===== config.mk =====
export PLATFORM = sky130hd
export DESIGN_NAME = hls_run_sequencer_flat
export DESIGN_NICKNAME = d
export VERILOG_FILES = /design/src/rtl/hls_run_sequencer_if.sv /design/src/rtl/hls_run_sequencer.sv /design/src/flat_wrapper.sv
export SDC_FILE = /design/constraint.sdc
export NUM_CORES = 1
export LEC_CHECK = 0
export ABC_CLOCK_PERIOD_IN_PS = 4100
export BUFFER_PORTS_ARGS = -buffer_cell sky130_fd_sc_hd__buf_2
export CORE_MARGIN = 3
export CORE_UTILIZATION = 47
export CTS_BUF_LIST = sky130_fd_sc_hd__clkbuf_4 sky130_fd_sc_hd__clkbuf_8
export CTS_CLUSTER_SIZE = 14
export DETAILED_ROUTE_END_ITERATION = 12
export GPL_ROUTABILITY_DRIVEN = 1
export PLACE_DENSITY = 0.76
export SLEW_MARGIN = 20
export SYNTH_ARGS = -nofsm -noshare
export SYNTH_HDL_FRONTEND = slang
export SYNTH_SLANG_ARGS = --single-unit

===== constraint.sdc =====
create_clock -name clock -period 4.1 [get_ports clock]
set_input_delay 0.205 -clock clock [delete_from_list [all_inputs] [get_ports clock]]
set_output_delay 0.205 -clock clock [all_outputs]
set_load 0.005 [all_outputs]

===== src/rtl/hls_run_sequencer_if.sv =====
// Control and result bundle shared by host/bench, run sequencer and the HLS top handshake.
// master = sequencer side, slave = host side (which also models the HLS top's done_port).
interface hls_run_sequencer_if #(
    parameter int CNT_W = 32,
    parameter int RUN_W = 8
);
    logic                   go;
    logic [RUN_W-1:0]       num_runs;
    logic                   dut_reset_n;
    logic                   dut_start;
    logic                   dut_done;
    logic                   res_valid;
    logic [RUN_W-1:0]       res_index;
    logic [CNT_W-1:0]       res_cycles;
    logic                   res_timeout;
    logic                   busy;
    logic                   finished;
    logic                   error;
    logic [CNT_W-1:0]       min_cycles;
    logic [CNT_W-1:0]       max_cycles;
    logic [CNT_W+RUN_W-1:0] sum_cycles;

    modport master (
        input  go, num_runs, dut_done,
        output dut_reset_n, dut_start, res_valid, res_index, res_cycles, res_timeout,
               busy, finished, error, min_cycles, max_cycles, sum_cycles
    );

    modport slave (
        output go, num_runs, dut_done,
        input  dut_reset_n, dut_start, res_valid, res_index, res_cycles, res_timeout,
               busy, finished, error, min_cycles, max_cycles, sum_cycles
    );
endinterface


===== src/rtl/hls_run_sequencer.sv =====
// Multi-run controller for a start/done HLS top with watchdog; HLS_RUN_SEQ_STATS_EN builds min/max/sum stats.
// Latency: all outputs registered, one cycle after the state decision; result strobe in the REPORT/TMO cycle.
// Backpressure: none; go is only accepted in IDLE, results are fire-and-forget strobes.
module hls_run_sequencer #(
    parameter int CNT_W          = 32,
    parameter int RUN_W          = 8,
    parameter int RST_CYCLES     = 2,
    parameter int TIMEOUT_CYCLES = 200000000
) (
    input  logic                clock,
    input  logic                reset,
    hls_run_sequencer_if.master bus
);
    localparam int RC_W = (RST_CYCLES > 1) ? $clog2(RST_CYCLES) : 1;
    localparam logic [RC_W-1:0]  RST_LAST = RC_W'(RST_CYCLES - 1);
    localparam logic [CNT_W-1:0] TMO_LIM  = CNT_W'(TIMEOUT_CYCLES);

    typedef enum logic [2:0] {
        S_IDLE, S_RST, S_START, S_RUN, S_REPORT, S_TMO, S_FIN
    } state_t;

    state_t             state_q, state_d;
    logic [RC_W-1:0]    rst_cnt_q;
    logic [CNT_W-1:0]   cnt_q;
    logic [RUN_W-1:0]   num_q, idx_q, idx_nxt;
    logic               go_acc, done_now, at_limit, last_run;

    logic               dut_reset_n_q, dut_start_q, res_valid_q, busy_q;
    logic               dut_reset_n_d, dut_start_d, res_valid_d, busy_d;
    logic [RUN_W-1:0]   res_index_q;
    logic [CNT_W-1:0]   res_cycles_q;
    logic               res_timeout_q, finished_q, error_q;

    assign go_acc   = (state_q == S_IDLE) && bus.go;
    assign done_now = bus.dut_done && ((state_q == S_START) || (state_q == S_RUN));
    assign at_limit = (cnt_q == TMO_LIM);
    assign idx_nxt  = idx_q + RUN_W'(1);
    assign last_run = (idx_nxt == num_q);

    always_ff @(posedge clock) begin
        if (reset) begin
            state_q <= S_IDLE;
        end else begin
            state_q <= state_d;
        end
    end

    always_comb begin
        state_d = state_q;
        case (state_q)
            S_IDLE:   if (bus.go) state_d = (bus.num_runs == '0) ? S_FIN : S_RST;
            S_RST:    if (rst_cnt_q == RST_LAST) state_d = S_START;
            S_START,
            S_RUN: begin
                // A done arriving on the watchdog limit cycle still counts as a completed run.
                if (done_now)      state_d = S_REPORT;
                else if (at_limit) state_d = S_TMO;
                else               state_d = S_RUN;
            end
            S_REPORT: state_d = last_run ? S_FIN : S_RST;
            S_TMO:    state_d = S_FIN;
            S_FIN:    state_d = S_IDLE;
            default:  state_d = S_IDLE;
        endcase
    end

    always_comb begin
        dut_reset_n_d = 1'b1;
        dut_start_d   = 1'b0;
        res_valid_d   = 1'b0;
        busy_d        = 1'b0;
        case (state_d)
            S_RST:    begin dut_reset_n_d = 1'b0; busy_d = 1'b1; end
            S_START:  begin dut_start_d   = 1'b1; busy_d = 1'b1; end
            S_RUN:    busy_d = 1'b1;
            S_REPORT,
            S_TMO:    begin res_valid_d   = 1'b1; busy_d = 1'b1; end
            default:  ;
        endcase
    end

    always_ff @(posedge clock) begin
        if (reset) begin
            rst_cnt_q     <= '0;
            cnt_q         <= '0;
            num_q         <= '0;
            idx_q         <= '0;
            dut_reset_n_q <= 1'b0;
            dut_start_q   <= 1'b0;
            res_valid_q   <= 1'b0;
            busy_q        <= 1'b0;
            res_index_q   <= '0;
            res_cycles_q  <= '0;
            res_timeout_q <= 1'b0;
            finished_q    <= 1'b0;
            error_q       <= 1'b0;
        end else begin
            dut_reset_n_q <= dut_reset_n_d;
            dut_start_q   <= dut_start_d;
            res_valid_q   <= res_valid_d;
            busy_q        <= busy_d;

            rst_cnt_q <= (state_q == S_RST) ? rst_cnt_q + RC_W'(1) : '0;

            if (state_d == S_START)    cnt_q <= CNT_W'(1);
            else if (state_d == S_RUN) cnt_q <= cnt_q + CNT_W'(1);

            if (go_acc) begin
                num_q <= bus.num_runs;
                idx_q <= '0;
            end else if (state_q == S_REPORT) begin
                idx_q <= idx_nxt;
            end

            if (state_d == S_REPORT) begin
                res_index_q   <= idx_q;
                res_cycles_q  <= cnt_q;
                res_timeout_q <= 1'b0;
            end else if (state_d == S_TMO) begin
                res_index_q   <= idx_q;
                res_cycles_q  <= TMO_LIM;
                res_timeout_q <= 1'b1;
            end

            if (state_d == S_FIN) finished_q <= 1'b1;
            else if (go_acc)      finished_q <= 1'b0;

            if (state_d == S_TMO) error_q <= 1'b1;
            else if (go_acc)      error_q <= 1'b0;
        end
    end

    assign bus.dut_reset_n = dut_reset_n_q;
    assign bus.dut_start   = dut_start_q;
    assign bus.res_valid   = res_valid_q;
    assign bus.res_index   = res_index_q;
    assign bus.res_cycles  = res_cycles_q;
    assign bus.res_timeout = res_timeout_q;
    assign bus.busy        = busy_q;
    assign bus.finished    = finished_q;
    assign bus.error       = error_q;

`ifdef HLS_RUN_SEQ_STATS_EN
    logic [CNT_W-1:0]       min_q, max_q;
    logic [CNT_W+RUN_W-1:0] sum_q;

    // Only REPORT carries a real latency; watchdog aborts never reach here.
    always_ff @(posedge clock) begin
        if (reset) begin
            min_q <= '1;
            max_q <= '0;
            sum_q <= '0;
        end else if (go_acc) begin
            min_q <= '1;
            max_q <= '0;
            sum_q <= '0;
        end else if (state_d == S_REPORT) begin
            if (cnt_q < min_q) min_q <= cnt_q;
            if (cnt_q > max_q) max_q <= cnt_q;
            sum_q <= sum_q + {{RUN_W{1'b0}}, cnt_q};
        end
    end

    assign bus.min_cycles = min_q;
    assign bus.max_cycles = max_q;
    assign bus.sum_cycles = sum_q;
`else
    assign bus.min_cycles = '0;
    assign bus.max_cycles = '0;
    assign bus.sum_cycles = '0;
`endif
endmodule

===== src/flat_wrapper.sv =====
// flat-port wrapper written by rule: the top's interface ports become plain ports
module hls_run_sequencer_flat 
#(
    parameter int CNT_W          = 32,
    parameter int RUN_W          = 8,
    parameter int RST_CYCLES     = 2,
    parameter int TIMEOUT_CYCLES = 200000000
)
  (clock, reset, bus_go, bus_num_runs, bus_dut_done, bus_dut_reset_n, bus_dut_start, bus_res_valid, bus_res_index, bus_res_cycles, bus_res_timeout, bus_busy, bus_finished, bus_error, bus_min_cycles, bus_max_cycles, bus_sum_cycles);
  hls_run_sequencer_if #(.CNT_W(CNT_W), .RUN_W(RUN_W)) bus_i ();
  input  logic clock;
  input  logic reset;
  input wire logic [$bits(bus_i.go)-1:0] bus_go;
  input wire logic [$bits(bus_i.num_runs)-1:0] bus_num_runs;
  input wire logic [$bits(bus_i.dut_done)-1:0] bus_dut_done;
  output wire logic [$bits(bus_i.dut_reset_n)-1:0] bus_dut_reset_n;
  output wire logic [$bits(bus_i.dut_start)-1:0] bus_dut_start;
  output wire logic [$bits(bus_i.res_valid)-1:0] bus_res_valid;
  output wire logic [$bits(bus_i.res_index)-1:0] bus_res_index;
  output wire logic [$bits(bus_i.res_cycles)-1:0] bus_res_cycles;
  output wire logic [$bits(bus_i.res_timeout)-1:0] bus_res_timeout;
  output wire logic [$bits(bus_i.busy)-1:0] bus_busy;
  output wire logic [$bits(bus_i.finished)-1:0] bus_finished;
  output wire logic [$bits(bus_i.error)-1:0] bus_error;
  output wire logic [$bits(bus_i.min_cycles)-1:0] bus_min_cycles;
  output wire logic [$bits(bus_i.max_cycles)-1:0] bus_max_cycles;
  output wire logic [$bits(bus_i.sum_cycles)-1:0] bus_sum_cycles;
  assign bus_i.go = bus_go;
  assign bus_i.num_runs = bus_num_runs;
  assign bus_i.dut_done = bus_dut_done;
  assign bus_dut_reset_n = bus_i.dut_reset_n;
  assign bus_dut_start = bus_i.dut_start;
  assign bus_res_valid = bus_i.res_valid;
  assign bus_res_index = bus_i.res_index;
  assign bus_res_cycles = bus_i.res_cycles;
  assign bus_res_timeout = bus_i.res_timeout;
  assign bus_busy = bus_i.busy;
  assign bus_finished = bus_i.finished;
  assign bus_error = bus_i.error;
  assign bus_min_cycles = bus_i.min_cycles;
  assign bus_max_cycles = bus_i.max_cycles;
  assign bus_sum_cycles = bus_i.sum_cycles;
  hls_run_sequencer #(.CNT_W(CNT_W), .RUN_W(RUN_W), .RST_CYCLES(RST_CYCLES), .TIMEOUT_CYCLES(TIMEOUT_CYCLES)) u_core (.clock(clock), .reset(reset), .bus(bus_i));
endmodule

==> impl_metrics.ini, run 1 <==
[status]
status = finished clean

[worst_setup_path]
critPathMaxStageDelay_ns = 0.47
slowest_stage = nand2_1
crit_fanout = 25
cp_top_family = simple AND/OR/NAND/NOR gates
endpoint_kind = flop
arrival_ns = 2.72
crit_start = u_core.cnt_q[0]$_SDFFE_PP0P_
timing.rr.start = u_core.cnt_q[0]$_SDFFE_PP0P_
crit_type = reg2reg
crit_chain = inv_1, ha_1, nor4b_1, nand4_1, o21bai_1, nand2_1, buf_4, nor2_1, a22o_1
crit_required_ns = 4.40
start_kind = flop
critPathBufInv = 2

[clock_tree]
cts_tree = built
cts_setup_buffers = 0
clock_latency_ns = 0.36
cts.path.max_buffers = 2
cts_made_buffers = 9
clock-root-buffer = clkbuf_8
cts_resized = 0
clk_pin_slew_ns = 0.10
cts_max_level = 3
ctsHoldBuffers = 0
clock-sinks = 99

[synth]
synth_largest_area_cell = dfxtp_1
ys.flop_type = dfxtp_1
syn_area_per_cell_um2 = 8.18
synthesis.area_mm2 = 0.00492
yosysTopAreaCellShare = 0.403
yosysSeqAreaShare = 0.403
async_flop_share = 0
synth-edff-count = 0
ys_ff_latch = 99
ys_types = 45
yosys_warnings = 0
syn_inst = 602
synth_area_leaders = dfxtp_1, buf_4, nand2_1, a21oi_1, xnor2_1

[drt]
dr.pass1.iters = 4
ant_nets = 0
vias = 3731
drc = 0
wl_per_cell_um = 12.7
drtIter0Drc = 178
drt-total-wl_mm = 9.96
drt-vias-per-instance = 4.77

[worst_hold_path]
hp-start = bus_num_runs[2]
hp-class = in2reg

[timing]
setup_viol = 0
worst_pin_slew_ns = 0.721
clock_skew_ns = 0.0117
rsz0062_at_grt = false
fmax_ghz = 0.412
finalCriticalPeriod_ns = 2.43
worst_hold_slack_ns = 0.0840
finalSetupTns_ns = 0
finalCritPeriodShare = 0.592
hold_viol_final = 0
finalMaxSlewViolations = 0
maxSlewHeadroom = 0.518

[pwr]
peakVddDrop_mv = 0.193
p_leak_nw = 2.10
p_per_area_mw_per_mm2 = 358
power_mw = 1.83

[layout]
n_antenna_cell = 0
area_delta_synth_final_pct = 4.22
drive_gt1_frac = 0.131
final_nets = 660
fillers = 936
final_util = 0.513
final_common_cell = nand2_1
mostFrequentLayoutCells = nand2_1, conb_1, dfxtp_1

[floorplanning]
core_mm2 = 0.0100
fp-row-count = 36
fp.dieW_um = 108
io_pins = 163
initial_core_util = 0.492
die_h_um = 108
die_area_mm2 = 0.0117

[grt]
grt_max_degree = 35
grt_overflow = 0
track_usage = 0.168
antenna_found_initial = 0
grt_pass1_vias = 3439
grt_pass1_wl_mm = 16.0

[job]
drv_cap = 0

[placement]
hpwl_mm = 7.43
io_buffers = 58
place.gp.congestion = 0.908
## layout make-up
type	count	area, um2	share of cell area
timing repair buffer	62	320	0.0624
tap	133	166	0.0324
multi-input combinational	466	2400	0.468
inverter	7	26.3	0.00512
sequential	99	1980	0.386
clock buffer	10	131	0.0256
clock inverter	5	103	0.0200
## report_power, final
part,internal (mW),total (mW),switching [mW]
clock network,0.408,0.721,0.313
logic,0.0379,0.127,0.0888
registers,0.975,0.987,0.0114
total,1.42,1.83,0.414
## synthesized netlist by cell type, types with 7 or more instances
cell type	instances
buf_4	106
clkbuf_1	23
xnor2_1	28
and3_1	11
xor2_1	16
nand3_1	13
inv_1	7
a21oi_1	53
dfxtp_1	99
nand4_1	13
nand2_1	105
nor2_1	55
## routing by layer
metal | vias up | global-route usage | wire (um)
met1 | 1746 | 0.211 | 4220
met3 | 10 | 0.0460 | 597
met2 | 117 | 0.285 | 5020
met4 | 0 | 0.0478 | 127
met5 | - | 0 | 0
li1 | 1858 | - | -
## logic make-up (layout without fill, tap and decap cells)
group                    after synthesis  in the layout  synth area share
AO/OA/AOI/OAI                         72             72            0.0874
XOR/XNOR                              44             44            0.0783
adder cells (fa/ha/maj)                3              3           0.00762
buffers and inverters                140             84             0.188
flip-flops                            99             99             0.403
multiplexers                           3              3           0.00635
other                                  1            104          0.000762
AND/OR/NAND/NOR                      240            240             0.229
## stage by stage
step | setup WS [ns] | area, um2 | instances
2_1_floorplan | 2.03 | 5310 | 705
3_3_place_gp | 1.79 | 4900 | 767
3_5_place_dp | 1.70 | 4900 | 767
4_1_cts | 1.68 | 5130 | 782
5_1_grt | 1.34 | 5130 | 782
6_report | 1.67 | 5130 | 782
## registers in the layout, indices dropped and copies added (netlist names), 3 cells and up
name	cells
u_core.bus.res_cycles	32
u_core.idx_q	8
u_core.cnt_q	32
u_core.bus.res_index	8
u_core.state_q	3
u_core.num_q	8
## path summary, 6_finish.rpt
check / end / cells past startpoint / slack, ns
setup / recovery: u_core.bus.error$_SDFFE_PP0P_ / 9 / 1.67
hold / removal: u_core.num_q[2]$_SDFFE_PP0P_ / 3 / 0.08
setup reg to reg: u_core.bus.error$_SDFFE_PP0P_ / 9 / 1.67
hold reg to reg: u_core.bus.res_cycles[31]$_SDFFE_PP0P_ / 2 / 0.45
## worst register-to-register path, stage by stage (launching register included)
cell and delay [ns]:
dfxtp_1 0.35, inv_1 0.09, ha_1 0.14, nor4b_1 0.25, nand4_1 0.13, o21bai_1 0.23, nand2_1 0.47, buf_4 0.42
nor2_1 0.16, a22o_1 0.14
Note: power is estimated with default switching activity, not from simulation.
==> run 2, diff against run 1 <==
--- a/config.mk
+++ b/config.mk
@@ -5,7 +5,7 @@
 export SDC_FILE = /design/constraint.sdc
 export NUM_CORES = 1
 export LEC_CHECK = 0
-export ABC_CLOCK_PERIOD_IN_PS = 4100
+export ABC_CLOCK_PERIOD_IN_PS = 2430
 export BUFFER_PORTS_ARGS = -buffer_cell sky130_fd_sc_hd__buf_2
 export CORE_MARGIN = 3
 export CORE_UTILIZATION = 47
==> constraint.sdc (replaced) <==
create_clock -name clock -period 2.43 [get_ports clock]
set_input_delay 0.1215 -clock clock [delete_from_list [all_inputs] [get_ports clock]]
set_output_delay 0.1215 -clock clock [all_outputs]
set_load 0.005 [all_outputs]
==> impl_metrics.ini, run 2 (synthesis results as in run 1) <==
[placement]
io_buffers = 58
hpwl_mm = 7.47
placed_area_mm2 = 0.00495
place.gp.congestion = 0.840

[drt]
dr.pass1.iters = 4
wl_per_cell_um = 12.7
drt-vias-per-instance = 4.73
vias = 3763
drtIter0Drc = 203
ant_nets = 0
drt-total-wl_mm = 10.1
drc = 0

[clock_tree]
cts_max_level = 3
cts_tree = built
clock-root-buffer = clkbuf_8
cts_setup_buffers = 0
clock-sinks = 99
cts.path.max_buffers = 2
cts_made_buffers = 9
clock_latency_ns = 0.37
clk_pin_slew_ns = 0.10

[worst_setup_path]
start_kind = flop
crit_type = reg2reg
endpoint_kind = flop
arrival_ns = 2.51
crit_required_ns = 2.66
crit_fanout = 6

[status]
status = finished clean

[floorplanning]
fp.dieW_um = 108
die_area_mm2 = 0.0117
die_h_um = 108
io_pins = 163
fp-row-count = 36
initial_core_util = 0.492
core_mm2 = 0.0100

[grt]
grt_max_degree = 51
grt_pass1_wl_mm = 15.7
grt_pass1_vias = 3434
track_usage = 0.166
antenna_found_initial = 0
grt_overflow = 0

[layout]
final_nets = 674
finalInstanceArea_mm2 = 0.00523
final_common_cell = nand2_1
mostFrequentLayoutCells = nand2_1, conb_1, dfxtp_1
fillers = 972
area_delta_synth_final_pct = 6.18
n_antenna_cell = 0
final_util = 0.523
drive_gt1_frac = 0.139

[pwr]
peakVddDrop_mv = 0.287
p_per_area_mw_per_mm2 = 561
p_leak_nw = 2.14
power_mw = 2.94

[job]
drv_cap = 0

[timing]
worst_hold_slack_ns = 0.106
setup_viol = 0
finalSetupTns_ns = 0
hold_viol_final = 0
finalCritPeriodShare = 0.941
maxSlewHeadroom = 0.582
finalCriticalPeriod_ns = 2.29
clock_skew_ns = 0.0151
fmax_ghz = 0.437
rsz0062_at_grt = false
finalMaxSlewViolations = 0
worst_pin_slew_ns = 0.621

[worst_hold_path]
hp-class = in2reg
-- run 2: routing by layer --
metal | up-vias | global-route usage | part of all wire
li1 | 1879 | - | -
met1 | 1780 | 0.201 | 0.43
met2 | 97 | 0.295 | 0.51
met3 | 7 | 0.0358 | 0.051
met4 | 0 | 0.0478 | 0.0075
met5 | - | 0 | 0
-- run 2: critical path, stage by stage (launching register included) --
cell and delay, ns:
dfxtp_1 0.47, nand4_2 0.17, o21a_1 0.22, or4b_4 0.53, a2111oi_4 0.46, o21ba_2 0.21, a31oi_1 0.08
-- run 2: final timing paths --
kind | from | to | slack [ns] | cells after the start
setup / recovery | u_core.idx_q[0]$_SDFFE_PP0N_ | u_core.bus.busy$_SDFF_PP0_ | 0.14 | 6
hold / removal | reset | u_core.bus.res_index[0]$_SDFFE_PP0P_ | 0.11 | 2
setup reg to reg | u_core.idx_q[0]$_SDFFE_PP0N_ | u_core.bus.busy$_SDFF_PP0_ | 0.14 | 6
hold reg to reg | u_core.bus.res_cycles[7]$_SDFFE_PP0P_ | u_core.bus.res_cycles[7]$_SDFFE_PP0P_ | 0.46 | 2
-- run 2: repair_timing --
action                     4_1_cts  5_1_grt
resized for setup                0        1
setup endpoints to repair        0        2
hold buffers                     8        0
hold endpoints to repair         8        0
-- run 2: power by group --
group / switching, mW / internal, mW
Sequential: 0.0200 / 1.65
Clock: 0.569 / 0.472
Combinational: 0.152 / 0.0772
-- run 2: stage by stage --
stage | cells | setup WS, ns
after floorplan | 705 | 0.363
after global placement | 773 | 0.222
after detailed placement | 773 | 0.151
after CTS | 796 | 0.116
after global routing | 796 | 0.0320
final | 796 | 0.143
-- run 2: final cells by class --
| cell class | count | area (um2) | area share |
|---|---|---|---|
| clock buffer | 9 | 124 | 0.0237 |
| clock inverter | 6 | 67.6 | 0.0129 |
| inverter | 7 | 26.3 | 0.00503 |
| multi-input combinational | 466 | 2400 | 0.460 |
| sequential | 99 | 1980 | 0.379 |
| tap | 133 | 166 | 0.0318 |
| timing repair buffer | 76 | 458 | 0.0876 |
==> run 3, diff against run 2 <==
--- a/config.mk
+++ b/config.mk
@@ -9,7 +9,7 @@
 export BUFFER_PORTS_ARGS = -buffer_cell sky130_fd_sc_hd__buf_2
 export CORE_MARGIN = 3
 export CORE_UTILIZATION = 47
-export CTS_BUF_LIST = sky130_fd_sc_hd__clkbuf_4 sky130_fd_sc_hd__clkbuf_8
+export CTS_BUF_LIST = sky130_fd_sc_hd__clkbuf_2
 export CTS_CLUSTER_SIZE = 14
 export DETAILED_ROUTE_END_ITERATION = 12
 export GPL_ROUTABILITY_DRIVEN = 1
==> impl_metrics.ini, run 3 (synthesis results as in run 1) <==
[grt]
grt_overflow = 0
grt_pass1_vias = 3477
track_usage = 0.166
grt_max_degree = 51
antenna_found_initial = 0
grt_pass1_wl_mm = 15.8

[layout]
mostFrequentLayoutCells = nand2_1, conb_1, dfxtp_1
final_util = 0.524
fillers = 966
area_delta_synth_final_pct = 6.43
n_antenna_cell = 0
final_nets = 683
final_common_cell = nand2_1
drive_gt1_frac = 0.138
stdcell_count = 805
finalInstanceArea_mm2 = 0.00524

[pwr]
clockPowerShare = 0.288
internal_power_mw = 1.98
p_leak_nw = 2.17
p_per_area_mw_per_mm2 = 514
combPwrFrac = 0.091
swShare = 0.266
sequentialPowerShare = 0.621
peakVddDrop_mv = 0.278
p_switching_uw = 717

[placement]
io_buffers = 58
dp.cells = 773
hpwl_mm = 7.47
placed_area_mm2 = 0.00495
place.gp.congestion = 0.840

[timing]
hold_viol_final = 0
finalMaxSlewViolations = 0
worst_pin_slew_ns = 0.625
maxSlewHeadroom = 0.579
rsz0062_at_grt = false
fmax_ghz = 0.438
finalSetupTns_ns = 0
finalCriticalPeriod_ns = 2.28
clock_skew_ns = 0.0455
setup_viol = 0
finalCritPeriodShare = 0.940

[floorplanning]
core_mm2 = 0.0100
fp-row-count = 36
die_h_um = 108
initial_core_util = 0.492
io_pins = 163
fp.dieW_um = 108
die_area_mm2 = 0.0117

[clock_tree]
cts.path.max_buffers = 2
clock-root-buffer = clkbuf_2
clock_latency_ns = 0.55
cts_made_buffers = 9
cts_tree = built
cts_setup_buffers = 0
clk_pin_slew_ns = 0.28
clock-sinks = 99
cts_max_level = 3

[job]
drv_cap = 0

[worst_setup_path]
start_kind = flop
crit_type = reg2reg
crit_required_ns = 2.84
arrival_ns = 2.70
crit_fanout = 9
endpoint_kind = flop

[worst_hold_path]
hp-class = in2reg

[drt]
drt-vias-per-instance = 4.76
drc = 0
drt-total-wl_mm = 10.1
drtIter0Drc = 173
dr.pass1.iters = 7
wl_per_cell_um = 12.6
vias = 3831
ant_nets = 0

[status]
status = finished clean
## run 3: changes by cell type in the layout (fill, tap and decap cells not counted)
cell,before,now
dfxtp_1,98,97
clkbuf_8,9,0
dlygate4sd3_1,8,17
clkbuf_2,0,9
dfxtp_2,1,2
## run 3: power groups by stage
stage | clock [mW] | combinational [mW] | sequential (mW)
after floorplan | 0 | 0.286 | 1.70
after global placement | 0 | 0.207 | 1.70
after detailed placement | 0 | 0.214 | 1.70
after CTS | 0.795 | 0.240 | 1.67
after global routing | 0.861 | 0.281 | 1.68
final | 0.775 | 0.245 | 1.67
## run 3: metal layers
metal  up-vias  part of all wire  track usage  routed length, um
li1       1892                 -            -                  -
met1      1815              0.42        0.201               4260
met2       120              0.52        0.300               5260
met3         4             0.054       0.0412                549
met4         0            0.0040       0.0334                 40
met5         -                 0            0                  0
## run 3: path summary, 6_finish.rpt
path                                                              end  slack, ns  cells past startpoint                                   from
worst max-delay path                       u_core.bus.busy$_SDFF_PP0_       0.15                      6           u_core.idx_q[2]$_SDFFE_PP0N_
worst max register to register             u_core.bus.busy$_SDFF_PP0_       0.15                      6           u_core.idx_q[2]$_SDFFE_PP0N_
worst min-delay path                 u_core.bus.finished$_SDFFE_PP0P_       0.10                      6                                 bus_go
worst min register to register  u_core.bus.res_cycles[7]$_SDFFE_PP0P_       0.47                      2  u_core.bus.res_cycles[7]$_SDFFE_PP0P_
## run 3: cell type report
| cell class | count | area (um2) | area share |
|---|---|---|---|
| Sequential cell | 99 | 1980 | 0.379 |
| Tap cell | 133 | 166 | 0.0318 |
| Clock buffer | 9 | 45.0 | 0.00860 |
| Multi-Input combinational cell | 466 | 2400 | 0.458 |
| Clock inverter | 6 | 67.6 | 0.0129 |
| Timing Repair Buffer | 85 | 548 | 0.105 |
| Inverter | 7 | 26.3 | 0.00501 |
## run 3: timing repair
action                                 in CTS  in global routing
endpoints found under the hold margin      11                  0
hold buffers                               17                  0
gates resized for setup                     0                  2
setup endpoints to repair                   0                  6
## run 3: critical path, stage by stage (launching register included)
cell	delay, ns
dfxtp_2	0.48
nand4_2	0.16
o21a_1	0.22
or4b_4	0.53
a2111oi_4	0.46
o21ba_2	0.21
a31oi_1	0.08
## run 3: stage by stage
| stage | power (mW) | hold WS, ns | setup WS [ns] |
|---|---|---|---|
| 2_1_floorplan | 1.98 | 0.257 | 0.363 |
| 3_5_place_dp | 1.92 | 0.382 | 0.151 |
| 6_report | 2.69 | 0.102 | 0.146 |
| 5_1_grt | 2.82 | 0.116 | 0.0621 |
| 3_3_place_gp | 1.91 | 0.377 | 0.222 |
| 4_1_cts | 2.71 | 0.0682 | 0.0717 |
